### src/rtl/xc_malu_mdu_pkg.sv
// Shared op/state encodings and op-decode helpers for the iterative mul/div unit.
package xc_malu_mdu_pkg;

   typedef enum logic [2:0] {
      MDU_OP_MUL    = 3'd0,
      MDU_OP_MULH   = 3'd1,
      MDU_OP_MULHSU = 3'd2,
      MDU_OP_MULHU  = 3'd3,
      MDU_OP_DIV    = 3'd4,
      MDU_OP_DIVU   = 3'd5,
      MDU_OP_REM    = 3'd6,
      MDU_OP_REMU   = 3'd7
   } mdu_op_t;

   typedef enum logic [1:0] {
      ST_IDLE = 2'd0,
      ST_CALC = 2'd1,
      ST_FIX  = 2'd2,
      ST_DONE = 2'd3
   } mdu_state_t;

   function automatic logic op_is_div(input mdu_op_t op);
      return op[2];
   endfunction

   // MUL's low half is sign-agnostic; treating it as signed is harmless.
   function automatic logic op_signed_rs1(input mdu_op_t op);
      return (op == MDU_OP_MUL) || (op == MDU_OP_MULH) || (op == MDU_OP_MULHSU) ||
             (op == MDU_OP_DIV) || (op == MDU_OP_REM);
   endfunction

   function automatic logic op_signed_rs2(input mdu_op_t op);
      return (op == MDU_OP_MUL) || (op == MDU_OP_MULH) ||
             (op == MDU_OP_DIV) || (op == MDU_OP_REM);
   endfunction

   function automatic logic op_high(input mdu_op_t op);
      return (op == MDU_OP_MULH) || (op == MDU_OP_MULHSU) || (op == MDU_OP_MULHU);
   endfunction

   function automatic logic op_rem(input mdu_op_t op);
      return (op == MDU_OP_REM) || (op == MDU_OP_REMU);
   endfunction

endpackage

### src/rtl/xc_malu_mdu_step.sv
// One CALC cycle: RADIX_BITS chained shift-add (multiply) or restoring-subtract (divide) stages.
module xc_malu_mdu_step #(
   parameter int XLEN       = 32,
   parameter int RADIX_BITS = 1
) (
   input  logic [2*XLEN-1:0] i_acc,
   input  logic [XLEN-1:0]   i_opnd,
   input  logic              i_div,
   output logic [2*XLEN-1:0] o_acc
);

   // Accumulator layout: multiply {partial product, remaining multiplier bits},
   // divide {partial remainder, remaining dividend / growing quotient}.
   for (genvar g = 0; g < RADIX_BITS; g++) begin : g_stage
      logic [2*XLEN-1:0] w_in;
      logic [2*XLEN-1:0] w_out;
      logic [XLEN:0]     w_sum;
      logic [XLEN+1:0]   w_diff;
      logic              w_ge;
      logic              w_unused_diff;

      if (g == 0) begin : g_first
         assign w_in = i_acc;
      end else begin : g_chain
         assign w_in = g_stage[g-1].w_out;
      end

      assign w_sum  = {1'b0, w_in[2*XLEN-1:XLEN]} + {1'b0, i_opnd};
      assign w_diff = {1'b0, w_in[2*XLEN-1:XLEN-1]} - {2'b00, i_opnd};
      assign w_ge   = ~w_diff[XLEN+1];
      assign w_unused_diff = w_diff[XLEN];

      always_comb begin
         w_out = '0;
         if (i_div) begin
            if (w_ge) w_out = {w_diff[XLEN-1:0], w_in[XLEN-2:0], 1'b1};
            else      w_out = {w_in[2*XLEN-2:0], 1'b0};
         end else begin
            if (w_in[0]) w_out = {w_sum, w_in[XLEN-1:1]};
            else         w_out = {1'b0, w_in[2*XLEN-1:1]};
         end
      end
   end

   assign o_acc = g_stage[RADIX_BITS-1].w_out;

endmodule

### src/rtl/xc_malu_mdu.sv
// Iterative RV M-extension multiply/divide unit with valid/ready request and response.
module xc_malu_mdu
   import xc_malu_mdu_pkg::*;
#(
   parameter int XLEN       = 32,
   parameter int RADIX_BITS = 1
) (
   input  logic            clock,
   input  logic            resetn,
   input  logic            flush,
   input  logic            req_valid,
   output logic            req_ready,
   input  logic [2:0]      req_op,
   input  logic [XLEN-1:0] req_rs1,
   input  logic [XLEN-1:0] req_rs2,
   output logic            rsp_valid,
   input  logic            rsp_ready,
   output logic [XLEN-1:0] rsp_result
);

   localparam int STEPS = XLEN / RADIX_BITS;
   localparam int CW    = $clog2(STEPS);

   mdu_state_t        r_state, w_state_nxt;
   logic [CW-1:0]     r_cnt;
   logic [2*XLEN-1:0] r_acc;
   logic [XLEN-1:0]   r_opnd;
   logic [XLEN-1:0]   r_result;
   mdu_op_t           r_op;
   logic              r_neg;

   mdu_op_t           w_op;
   logic              w_s1, w_s2, w_div0, w_ovf, w_short, w_neg;
   logic [XLEN-1:0]   w_mag1, w_mag2, w_short_res;
   logic [2*XLEN-1:0] w_step_acc, w_prod;
   logic [XLEN-1:0]   w_dsel, w_fix_res;

   // Request decode: operand magnitudes, result sign and the two shortcut cases.
   assign w_op   = mdu_op_t'(req_op);
   assign w_s1   = op_signed_rs1(w_op) & req_rs1[XLEN-1];
   assign w_s2   = op_signed_rs2(w_op) & req_rs2[XLEN-1];
   assign w_mag1 = w_s1 ? -req_rs1 : req_rs1;
   assign w_mag2 = w_s2 ? -req_rs2 : req_rs2;
   assign w_neg  = op_rem(w_op) ? w_s1 : (w_s1 ^ w_s2);
   assign w_div0 = op_is_div(w_op) && (req_rs2 == '0);
   assign w_ovf  = op_is_div(w_op) && op_signed_rs1(w_op) &&
                   (req_rs1 == {1'b1, {(XLEN-1){1'b0}}}) && (req_rs2 == '1);
   assign w_short = w_div0 | w_ovf;

   always_comb begin
      w_short_res = '0;
      if (w_div0) w_short_res = op_rem(w_op) ? req_rs1 : '1;
      else        w_short_res = op_rem(w_op) ? '0 : req_rs1;
   end

   xc_malu_mdu_step #(
      .XLEN       (XLEN),
      .RADIX_BITS (RADIX_BITS)
   ) u_step (
      .i_acc  (r_acc),
      .i_opnd (r_opnd),
      .i_div  (op_is_div(r_op)),
      .o_acc  (w_step_acc)
   );

   // Sign fix-up: r_neg already encodes quotient vs remainder sign rules.
   assign w_prod = r_neg ? -r_acc : r_acc;
   assign w_dsel = op_rem(r_op) ? r_acc[2*XLEN-1:XLEN] : r_acc[XLEN-1:0];

   always_comb begin
      w_fix_res = '0;
      if (op_is_div(r_op)) w_fix_res = r_neg ? -w_dsel : w_dsel;
      else if (op_high(r_op)) w_fix_res = w_prod[2*XLEN-1:XLEN];
      else w_fix_res = w_prod[XLEN-1:0];
   end

   always_comb begin
      w_state_nxt = r_state;
      case (r_state)
         ST_IDLE: if (req_valid) w_state_nxt = w_short ? ST_DONE : ST_CALC;
         ST_CALC: if (r_cnt == CW'(STEPS - 1)) w_state_nxt = ST_FIX;
         ST_FIX:  w_state_nxt = ST_DONE;
         ST_DONE: if (rsp_ready) w_state_nxt = ST_IDLE;
         default: w_state_nxt = ST_IDLE;
      endcase
      if (flush) w_state_nxt = ST_IDLE;
   end

   always_ff @(posedge clock or negedge resetn) begin
      if (!resetn) r_state <= ST_IDLE;
      else         r_state <= w_state_nxt;
   end

   always_ff @(posedge clock or negedge resetn) begin
      if (!resetn) begin
         r_cnt    <= '0;
         r_acc    <= '0;
         r_opnd   <= '0;
         r_result <= '0;
         r_op     <= MDU_OP_MUL;
         r_neg    <= 1'b0;
      end else if (!flush) begin
         case (r_state)
            ST_IDLE: if (req_valid) begin
               r_op   <= w_op;
               r_neg  <= w_neg;
               r_cnt  <= '0;
               r_acc  <= {{XLEN{1'b0}}, op_is_div(w_op) ? w_mag1 : w_mag2};
               r_opnd <= op_is_div(w_op) ? w_mag2 : w_mag1;
               if (w_short) r_result <= w_short_res;
            end
            ST_CALC: begin
               r_acc <= w_step_acc;
               r_cnt <= r_cnt + 1'b1;
            end
            ST_FIX:  r_result <= w_fix_res;
            default: ;
         endcase
      end
   end

   assign req_ready  = (r_state == ST_IDLE);
   assign rsp_valid  = (r_state == ST_DONE);
   assign rsp_result = r_result;

endmodule

### config.mk
export PLATFORM = sky130hd
export DESIGN_NAME = xc_malu_mdu
export DESIGN_NICKNAME = d
export VERILOG_FILES = /design/src/rtl/xc_malu_mdu_pkg.sv /design/src/rtl/xc_malu_mdu_step.sv /design/src/rtl/xc_malu_mdu.sv
export SDC_FILE = /design/constraint.sdc
export NUM_CORES = 1
export LEC_CHECK = 0
export ABC_AREA = 1
export CAP_MARGIN = 40
export CORE_AREA = 8 8 198 294
export DETAILED_ROUTE_END_ITERATION = 10
export DIE_AREA = 0 0 206 302
export GPL_TIMING_DRIVEN = 0
export SLEW_MARGIN = 5
export SYNTH_ARGS = -nofsm -noshare
export SYNTH_HDL_FRONTEND = slang
export SYNTH_SLANG_ARGS = --single-unit
export TNS_END_PERCENT = 50
### constraint.sdc
create_clock -name clock -period 2.9 [get_ports clock]
set_clock_uncertainty 0.1 [all_clocks]
set_input_delay 0.58 -clock clock [delete_from_list [all_inputs] [get_ports clock]]
set_output_delay 0.58 -clock clock [all_outputs]
set_load 0.05 [all_outputs]
==> After elaboration in Yosys (flattened, before gate mapping) <==
Index checks and enable logic that the tools add are counted.
{ "word_totals": {"ff_bits": 139, "output_inout_bits": 34, "wordCells": 92} }
{ "classes": {"add_sub_neg": 7, "n_eq_ne": 21, "mux": 29, "bitwise": 5, "reduce_logical": 23} }
{ "op_table": {"columns": ["operator", "count"], "rows": [
  ["2-to-1 mux 32 bit", 13],
  ["2-to-1 mux 64 bit", 5],
  ["one-hot mux 64 bit (2 select lines)", 1],
  ["negator 32 bit", 3],
  ["== test 32 bit, second input constant", 2],
  ["negator 64 bit", 1],
  ["one-hot mux 32 bit (2 select lines)", 1],
  ["subtractor 33 x 32 -> 34 bit", 1],
  ["adder 32 x 32 -> 33 bit", 1],
  ["logical NOT 32 bit", 1],
  ["== test 3 bit, second input constant", 5],
  ["logical OR 1 bit", 10],
  ["2-to-1 mux 2 bit", 5],
  ["one-hot mux 5 bit (2 select lines)", 1],
  ["== test 3 x 2 -> 1 bit, second input constant", 3],
  ["AND reduction 3 bit", 3],
  ["one-hot mux 2 bit (4 select lines)", 1],
  ["== test 3 x 1 -> 1 bit, second input constant", 2],
  ["inequality test 3 bit, second input constant", 2],
  ["adder 5 x 1 -> 5 bit, second input constant", 1],
  ["== test 5 bit, second input constant", 1],
  ["2-to-1 mux 5 bit", 1],
  ["== test 2 bit, second input constant", 2],
  ["logical AND 1 bit", 4],
  ["other kinds (13)", 15]
]} }

==> Longest topological paths before layout <==
{ "depth": {"word_depth": 13, "mapped_depth": 19, "depth_no_buf": 18} }

==> Cells and area by module <==
From an unflattened synthesis, not the netlist that was laid out.
{ "hier_totals": {"hier_cells": 3644, "area_unflattened_um2": 19826.5} }
{ "by_module_without_submodules": {"columns": ["module", "n_inst", "cells_per_inst", "area_per_inst_um2"], "rows": [
  ["xc_malu_mdu", 1, 2273, 13384.1],
  ["xc_malu_mdu_step", 1, 1371, 6442.4]
]} }

==> Worst setup path after synthesis <==
OpenSTA, ideal clock, no wires.
{ "synth_path": {"path_kind": "register to register", "start": "register r_state[0]", "end": "register r_acc[0]", "setup_time_ps": 78, "arrival_time_ps": 2348, "required_ps": 2722, "slack_ps": 374, "stages_incl_launch_ff": 10, "n_path_buf": 1, "synth_period_minus_slack_ps": 2526, "path_cell_list": "dfrtp_1 > inv_1 > ha_1 > inv_1 > a211oi_4 > inv_2 > nor2_1 > clkbuf_1 > o21ai_0 > o21bai_1"} }
{ "synth_via": {"elab_chain_cells": 3, "elab_cells_between_ends": 6} }
{ "synth_lines": {"columns": ["element", "line_no", "rtl"], "rows": [
  ["start: declaration", "xc_malu_mdu.sv:24", "mdu_state_t r_state, w_state_nxt;"],
  ["start signal: assignment", "xc_malu_mdu.sv:91", "else r_state <= w_state_nxt;"],
  ["logical NOT 2 bit *", null, null],
  ["via req_ready", "xc_malu_mdu.sv:12", "output logic req_ready,"],
  ["inequality test 2 bit (no line) or nonzero test 2 bit (tied branches)", null, null],
  ["AND reduction 3 bit (no line)", null, null],
  ["end signal: assignment", "xc_malu_mdu.sv:108", "r_acc <= {{XLEN{1'b0}}, op_is_div(w_op) ? w_mag1 : w_mag2};"],
  ["end signal: assignment", "xc_malu_mdu.sv:113", "r_acc <= w_step_acc;"],
  ["end: declaration", "xc_malu_mdu.sv:26", "logic [2*XLEN-1:0] r_acc;"]
]} }
The timed path passes the listed nets; every way through them passes the cells marked *.
A chain may end at the register's enable or synchronous reset.

==> Worst setup path after layout <==
{ "layout_path": {"start": "register r_acc[41]", "end": "register r_acc[54]"} }
{ "layout_via": {"elab_chain_cells": 4, "elab_cells_between_ends": 6} }
{ "layout_lines": {"columns": ["element", "line_no", "rtl"], "rows": [
  ["subtractor 33 x 32 -> 34 bit or adder 32 x 32 -> 33 bit (tied branches)", "xc_malu_mdu_step.sv:29, xc_malu_mdu_step.sv:28", null],
  ["2-to-1 mux 64 bit (on tied branches)", "xc_malu_mdu_step.sv:36, xc_malu_mdu_step.sv:39", null],
  ["2-to-1 mux 64 bit *", "xc_malu_mdu_step.sv:35", "if (i_div) begin"],
  ["one-hot mux 64 bit (2 select lines) *", "xc_malu_mdu.sv:103", "case (r_state)"]
]} }
Mark *: on every way between the ends. The rest lies on a longest branch, timed or not.

==> metrics <==
DP HPWL=88.5 mm; power share of the clock group=8.0%; Initial Util=34.3%; pre-CTS WS=-1030 ps; setup slack, reg-to-reg=-20 ps; vias in the first global route=23400; Die Y=302 µm; cells on worst reg2reg path=13; Yosys reg bits=139; maxcap violations=0; top_reg_cell synth=dfrtp_1; fin nets=3633; Area growth syn-to-layout=18.8%; Final Util=40.7%; clock slew at reported path FFs=70 ps; XOR/XNOR Fraction of Synth Area=3.77%; all-layer global routing usage=34.0%; I/O pins=106; RSZ-0062 raised after global routing=yes; via/cell ratio=5.74; CP endpoint kind=flip-flop; switching power=18.7 mW; setup ws final=-15.2 ps; commonest cells after routing, fill and taps aside=nand2_1 (995), nor2_1 (393), nand3_1 (361); slew margin rel.=43.3%; min cycle time layout=2920 ps; Crit-path slowest cell=dfrtp_1; drt drc=0; CTS tree=yes; Worst-Skew Late Latency=460 ps; core footprint=54100 µm²; Crit Path Max Fanout=10; maximum vdd drop=0.766 mV; Fmax achieved=0.343 GHz; CP peak stage delay=660 ps; Comb power frac=76.6%; Die W=206 µm; final setup TNS=-15.2 ps; share of layout cells above drive strength 1=8.72%; share of power burned in registers=15.4%; first-pass GRT wire length=154 mm; sequential fraction of the synthesis area=18.7%; CP startpoint=r_acc[41]$_DFFE_PN0P_; Syn Inst Count=3327; final setup vio count=1; Worst EP arrival=3150 ps; commonest non-fill, non-tap cell in the layout=nand2_1; CP Class=reg -> reg; Hold Fails Final Rpt=0; CP required=3140 ps; Switching Fraction=63.2%; Clock Sinks=139; mux cell area share after synthesis=0.0539%; status=finished with violations; CTS H-tree lvls=4; largest family of logic cells by synthesized area=simple AND/OR/NAND/NOR gates; GPL Wtd Cong=1.07; Synth warnings=0; Worst-Margin Slew=851 ps; Slew Limit Fails=0; CP Launch Type=flip-flop; total power=29.5 mW; Syn Area/Cell=5.58 µm²; reg-to-reg endpoint=r_acc[54]$_DFFE_PN0P_; antenna-violating nets left=0; Top Family by Delay on Critical Path=simple AND/OR/NAND/NOR gates; root buffer cell=clkbuf_16; WL/cell=25.5 µm; FP Rows=105; Leak=10.5 nW; Max clock buf depth=2; Num CTS Buffers=17; pwr/cell area=1340 nW/µm²; 1st-iter DRT viols=2483; Buf/Inv on CP=2; # port buffers=104; total gr overflow=0; first-pass iteration count of the detailed router=7; failing checks=setup timing; Post-synth EDFFs=0; Yosys cell types=53; net count after synthesis=3476; Adder-Cell Fraction of Synth Area=5.27%; CP Depth=13; DIE AREA=62200 µm²; worst r2r src=r_acc[41]$_DFFE_PN0P_; largest net degree at the start of global routing=95; Final Cycle Share=101%; worst path cell trace=ha_1, a21oi_1, o21ai_1, a21oi_1, nand2_2, nand2_4, nand2_4, buf_8, buf_6, nand3_1, nand3_1, nand2_2, nand2_1; DR vias=24100; Worst Setup EP=r_acc[54]$_DFFE_PN0P_; WL final=107 mm; Hold Path Class=reg -> reg; initial antenna violation count=2; Synth Area in Compound Gates=17.5%; synthesized area=18600 µm²; simple-gate share of the synthesized area=44.0%; internal power=10.9 mW; Async SR Flop Fraction=100%
worst min path at each step:
stage,from,endpoint,slack (ps),cells past startpoint
3_3_place_gp,rsp_result[15]$_DFFE_PN0P_,rsp_result[15]$_DFFE_PN0P_,370,2
3_5_place_dp,rsp_result[22]$_DFFE_PN0P_,rsp_result[22]$_DFFE_PN0P_,360,2
5_1_grt,rsp_result[22]$_DFFE_PN0P_,rsp_result[22]$_DFFE_PN0P_,410,2
4_1_cts,rsp_result[31]$_DFFE_PN0P_,rsp_result[31]$_DFFE_PN0P_,390,2
6_report,rsp_result[16]$_DFFE_PN0P_,rsp_result[16]$_DFFE_PN0P_,390,2
2_1_floorplan,resetn,r_acc[0]$_DFFE_PN0P_,180,0
logic make-up (layout without fill, tap and decap cells):
logic type	Yosys count	after routing
flops	139	139
mux	1	1
buf+inv	495	665
simple gates	1950	1950
fa+ha+maj	77	77
xor+xnor	80	80
other cells	0	1
compound gates	585	585
state kept, by name, summed over array words and instances (netlist names):
name / flops
r_op: 3
r_opnd: 32
r_cnt: 5
r_state: 2
r_neg: 1
rsp_result: 32
r_acc: 64
routing by layer:
metal / global-route usage [%] / vias to the layer above / routed length (µm)
met1: 36.5 / 11100 / 37400
met2: 57.4 / 1291 / 50300
met4: 30.3 / 2 / 11700
met5: 0 / - / 12
met3: 4.73 / 417 / 7580
li1: - / 11200 / -
what timing repair did:
item                       4_1_cts  5_1_grt
buffers inserted                 7       23
hold endpoints to repair        45        0
hold buffers                     1        0
pin swaps                        7       14
setup endpoints to repair       79       72
gates resized for setup         87      127
Yosys cell counts, types with 8 or more instances:
cell type / instances / area, µm²
o211ai_1: 29 / 218
buf_1: 18 / 67.6
a21boi_0: 10 / 75.1
nand2_2: 10 / 62.6
a21oi_1: 250 / 1250
xor2_1: 67 / 587
buf_2: 35 / 175
nor2_1: 418 / 1570
xnor2_1: 13 / 114
or2_2: 8 / 50.1
a22oi_1: 14 / 105
nor2_2: 10 / 62.6
a31oi_1: 12 / 75.1
ha_1: 75 / 938
o21ai_1: 16 / 80.1
nor3_1: 47 / 235
o21ai_0: 205 / 1030
clkbuf_1: 67 / 251
inv_1: 348 / 1310
nand4_1: 53 / 332
dfrtp_1: 139 / 3480
nand3_1: 369 / 1850
nand3b_1: 18 / 135
nand2_1: 1003 / 3760
o221ai_1: 19 / 166
area by class of cell:
type	instances	area, µm²
repair buffers	138	1390
inverters	361	1370
fillers	6255	32100
well taps	695	870
diodes	1	2.50
plain buffers	134	661
multi-input cells	2693	13700
clock inverters	13	154
flip-flops and latches	139	3510
clock buffers	19	453
power groups by stage:
| stage | combinational (mW) | sequential, mW | clock, mW |
|---|---|---|---|
| finish | 22.6 | 4.55 | 2.37 |
| global route | 24.4 | 4.55 | 2.44 |
| CTS | 21.3 | 4.48 | 2.36 |
| detailed placement | 20.8 | 4.48 | 0 |
| global placement | 20.8 | 4.49 | 0 |
| floorplan | 13.1 | 4.27 | 0 |
worst reg2reg max path, delay by kind of cell, from the launching register on:
kind                     cells  cell delay (ps)
buffers and inverters        2              320
flip-flops                   1              660
adder cells (fa/ha/maj)      1              390
AND/OR/NAND/NOR              7              770
AO/OA/AOI/OAI                3              560
per-stage QoR:
step	instance area (µm²)	instances	hold WS [ps]
finish	22100	4193	386
global route	22100	4192	415
CTS	21500	4169	390
detailed placement	20500	4129	364
global placement	20500	4126	371
floorplan	18600	3327	184
(Power assumes the default switching activity.)
